===== src/rtl/uart_rx.sv =====
// 8N1 serial receiver: two-flop input synchronizer, mid-bit sampling from a
// down-counting baud timer, one-cycle strobes for good bytes and framing errors.
module uart_rx #(
  parameter int M = 104
) (
  input  logic       clk,
  input  logic       rst,
  input  logic       rx,
  output logic [7:0] data,
  output logic       rcv,
  output logic       busy,
  output logic       ferr
);

  localparam int CW = (M > 1) ? $clog2(M) : 1;
  localparam logic [CW-1:0] HALF_LD = CW'(M / 2 - 1);
  localparam logic [CW-1:0] FULL_LD = CW'(M - 1);

  typedef enum logic [2:0] {IDLE, START, DATA, STOP, BRK} state_t;

  logic          rx_p0;
  logic          rxs;
  state_t        state;
  logic [CW-1:0] cnt;
  logic [2:0]    idx;
  logic [7:0]    sr;
  logic          tick;

  assign tick = (cnt == '0);

  // Stage p0/p1: synchronizer; the FSM below only ever looks at rxs.
  always_ff @(posedge clk) begin
    if (rst) begin
      rx_p0 <= 1'b1;
      rxs   <= 1'b1;
      state <= IDLE;
      cnt   <= '0;
      idx   <= '0;
      data  <= 8'h00;
      rcv   <= 1'b0;
      ferr  <= 1'b0;
      busy  <= 1'b0;
    end else begin
      rx_p0 <= rx;
      rxs   <= rx_p0;
      rcv   <= 1'b0;
      ferr  <= 1'b0;
      case (state)
        IDLE: begin
          if (!rxs) begin
            state <= START;
            cnt   <= HALF_LD;
            busy  <= 1'b1;
          end
        end
        START: begin
          if (tick) begin
            if (!rxs) begin
              state <= DATA;
              cnt   <= FULL_LD;
              idx   <= '0;
            end else begin
              // Start bit gone by mid-bit: line glitch, not a frame.
              state <= IDLE;
              busy  <= 1'b0;
            end
          end else begin
            cnt <= cnt - 1'b1;
          end
        end
        DATA: begin
          if (tick) begin
            sr  <= {rxs, sr[7:1]};
            cnt <= FULL_LD;
            idx <= idx + 3'd1;
            if (idx == 3'd7) state <= STOP;
          end else begin
            cnt <= cnt - 1'b1;
          end
        end
        STOP: begin
          if (tick) begin
            busy <= 1'b0;
            if (rxs) begin
              data  <= sr;
              rcv   <= 1'b1;
              state <= IDLE;
            end else begin
              ferr  <= 1'b1;
              state <= BRK;
            end
          end else begin
            cnt <= cnt - 1'b1;
          end
        end
        BRK: begin
          // Hold off until the line returns high so a break cannot retrigger.
          if (rxs) state <= IDLE;
        end
        default: begin
          state <= IDLE;
          busy  <= 1'b0;
        end
      endcase
    end
  end

endmodule


===== config.mk =====
export PLATFORM = sky130hd
export DESIGN_NAME = uart_rx
export DESIGN_NICKNAME = d
export VERILOG_FILES = /design/src/rtl/uart_rx.sv
export SDC_FILE = /design/constraint.sdc
export NUM_CORES = 1
export LEC_CHECK = 0
export CAP_MARGIN = 20
export CORE_ASPECT_RATIO = 0.75
export CORE_MARGIN = 1.5
export CORE_UTILIZATION = 35
export DETAILED_ROUTE_END_ITERATION = 6
export PLACE_DENSITY_LB_ADDON = 0.08
export SLEW_MARGIN = 20
export SYNTH_ARGS = -nofsm -noshare
export SYNTH_HDL_FRONTEND = slang
export SYNTH_SLANG_ARGS = --single-unit
export TNS_END_PERCENT = 20

===== constraint.sdc =====
create_clock -name clk -period 2 [get_ports clk]
set_input_delay 0.3 -clock clk [delete_from_list [all_inputs] [get_ports clk]]
set_output_delay 0.3 -clock clk [all_outputs]
set_load 0.02 [all_outputs]

==> impl_metrics.csv <==
group,metric,value,unit
logic_synthesis,synthTopCellsByCount,"dfxtp_1, nand2_1, a21oi_1",
worst_hold_path,hold_path_class,"flop to flop",
floorplan,initial_core_util,36.3,%
critical_path,max_stage_delay,0.52,ns
worst_hold_path,hp-start,"rx_p0",
sta,period_needed,1.91,ns
clock_network,clock_latency,0.29,ns
logic_synthesis,netlist_instances,156,
global_route,grt_max_degree,19,
route,wire_per_inst,15.0,µm
sta,worstMarginPinSlew,0.515,ns
place,placed_cells,230,
critical_path,timing.rr.start,"cnt[1]",
critical_path,worst_path_max_delay_cell,"or4b_4",
logic_synthesis,synthTopCellsByArea,"dfxtp_1, edfxtp_1, mux2i_1, nand2_1, a21oi_1",
sta,period_share,95.6,%
critical_path,worstPathRequired,2.19,ns
global_route,grt_pass1_vias,1190,
place,dp_hpwl,2660,µm
sta,rsz0062_at_grt,"no",
sta,clock.fmax,523,MHz
floorplan,die_area,5030,µm²
critical_path,crit_path_start_kind,"flop",
clock_network,cts_tree,"done",
clock_network,path_clk_slew,0.07,ns
sta,finalHoldViolations,0,
worst_hold_path,holdPathEnd,"rxs",
logic_synthesis,synthArstFlopShare,0,%
logic_synthesis,ys_seq_area_share,47.2,%
sta,worst_slack,0.0888,ns
logic_synthesis,synth-seq-cells,34,
global_route,antenna_found_initial,0,
power_and_ir_drop,powerDensity,786,nW/µm²
clock_network,cts_sinks,34,
logic_synthesis,synth_edf_count,8,
place,io_buffer_count,13,
global_route,grt_use_total,16.2,%
global_route,grt_pass1_wl,5890,µm
outcome,status,"completed",
critical_path,r2r_end,"cnt[6]",
route,ant_nets,0,
finish,nNetsFinal,189,
logic_synthesis,synthesis.area,1610,µm²
route,route.detailed.drc,0,
floorplan,die_height,61.8,µm
finish,final_cells,240,
floorplan,rows,21,
logic_synthesis,syn-num-nets,163,
logic_synthesis,synth.most_common_cell,"dfxtp_1",
finish,insertedDiodeCount,0,
route,first_iter_violations,102,
global_route,globalRoute.totalOverflow,0,
logic_synthesis,yosys.area.top_type,"dfxtp_1",
route,drt_wl_total,3600,µm
clock_network,clockRootBuffer,"clkbuf_8",
sta,finalSetupViolations,0,
critical_path,worstSetupPathType,"flop to flop",
sta,slew_violations,0,
logic_synthesis,synthDistinctLibCells,48,
logic_synthesis,synth.top_cell.area_share,32.3,%
sta,max_slew_margin,65.6,%
logic_synthesis,synth.avg_cell_area,10.3,µm²
route,drtPass1Iterations,4,
route,via_per_inst,5.35,
clock_network,cts_buffers,5,
critical_path,worstRegToRegCells,6,
critical_path,crit_path_end_kind,"flop",
finish,final_layout_size_suffix_gt1_share,19.7,%
floorplan,die_width,81.4,µm
clock_network,cts_max_path_buffers,2,
clock_network,h-tree-depth,2,
power_and_ir_drop,ir_worst_vdd,0.369,mV
floorplan,core_area,4440,µm²
logic_synthesis,synth_flop_cell,"dfxtp_1",
critical_path,crit_chain,"inv_1 > ha_1 > or4b_4 > o31ai_1 > a21boi_0 > a22o_1",
sta,holdWs,0.427,ns
critical_path,worstPathArrival,2.10,ns
logic_synthesis,yosysWarnings,0,
sta,tns,0,ns
flow_run,cap_violations,0,
finish,syn2layout_area_growth,23.5,%
sta,finClkSkew,0.00492,ns
route,via_count,1284,
floorplan,num_io_pins,14,
worst_hold_path,hold_depth,1,
critical_path,reg2reg_slack,0.09,ns
place,dpl_worst_slack,0.0674,ns
place,gp_congestion,0.880,
critical_path,worstPathMaxFanout,5,
power_and_ir_drop,leakagePower,0.000732,µW
kinds of logic after synthesis:
logic type                 after synthesis  share of synthesized area (%)
and+or+nand+nor                         52                           19.4
buffers and inverters                   14                           5.04
xor gates and xnor gates                 1                          0.543
AOI/OAI and AO/OA                       42                           19.2
DFF                                     34                           47.2
muxes                                    9                           5.59
adders and majority gates                4                           3.10
cell usage in the layout (no fill, tap or decap), types with 6 or more instances in the layout:
master / synthesis / layout
dfxtp_1: 26 / 26
nand2_1: 20 / 20
clkdlybuf4s50_1: 0 / 13
a21oi_1: 11 / 11
buf_4: 0 / 11
mux2i_1: 9 / 9
edfxtp_1: 8 / 8
nor2_1: 7 / 7
inv_1: 6 / 6
clkbuf_8: 2 / 6
routing by layer:
metal  global-route usage (%)  share of wire (%)  vias to the layer above  routed length (µm)
li1                         -                  -                      627                   -
met1                     23.4                 51                      623                1820
met2                     21.8                 42                       27                1530
met3                     4.38                5.1                        7                 184
met4                     8.62                1.8                        0                  65
met5                        0                  0                        -                   0
report_power, final:
group	switching, µW	total, µW	internal [µW]
logic	144	280	136
registers	26.9	744	717
clock network	265	541	277
critical path, delay by kind of cell (launching register included):
family / cells / cell delay, ns
simple gates: 1 / 0.52
fa+ha+maj: 1 / 0.16
compound gates: 3 / 0.69
buf+inv: 1 / 0.09
flops: 1 / 0.34
cell type report:
class                   count  area, µm²
flip-flops and latches     34        761
well taps                  57       71.3
clock buffers               6       82.6
inverters                   7       26.3
multi-input cells         108        786
clock inverters             2       12.5
fillers                   411       2450
repair buffers             26        253
repair_timing:
action	4_1_cts	5_1_grt
endpoints found under the setup margin	0	17
setup buffers	0	2
resized for setup	0	1
hold buffers	0	0
per-stage QoR:
| step | area, µm² | total power [µW] | utilization, % |
|---|---|---|---|
| 4_1_cts | 1970 | 1550 | 44.4 |
| 2_1_floorplan | 1620 | 940 | - |
| 6_report | 1990 | 1570 | 44.9 |
| 3_3_place_gp | 1880 | 1020 | 42.2 |
| 3_5_place_dp | 1880 | 1020 | 42.2 |
| 5_1_grt | 1990 | 1630 | 44.9 |
worst max-delay path by stage:
stage	start	to
after floorplan	cnt[0]	sr[0]
after global placement	cnt[1]	sr[5]
after detailed placement	cnt[1]	data[7]
after CTS	cnt[1]	data[7]
after global routing	cnt[1]	cnt[2]
final	cnt[1]	cnt[6]
registers in the layout (all words and copies together), names as in the netlist:
| name | cells |
|---|---|
| busy | 1 |
| cnt | 7 |
| data | 8 |
| ferr | 1 |
| idx | 3 |
| rcv | 1 |
| rx_p0 | 1 |
| rxs | 1 |
| sr | 8 |
| state | 3 |
Power figures use the tool's default switching activity.
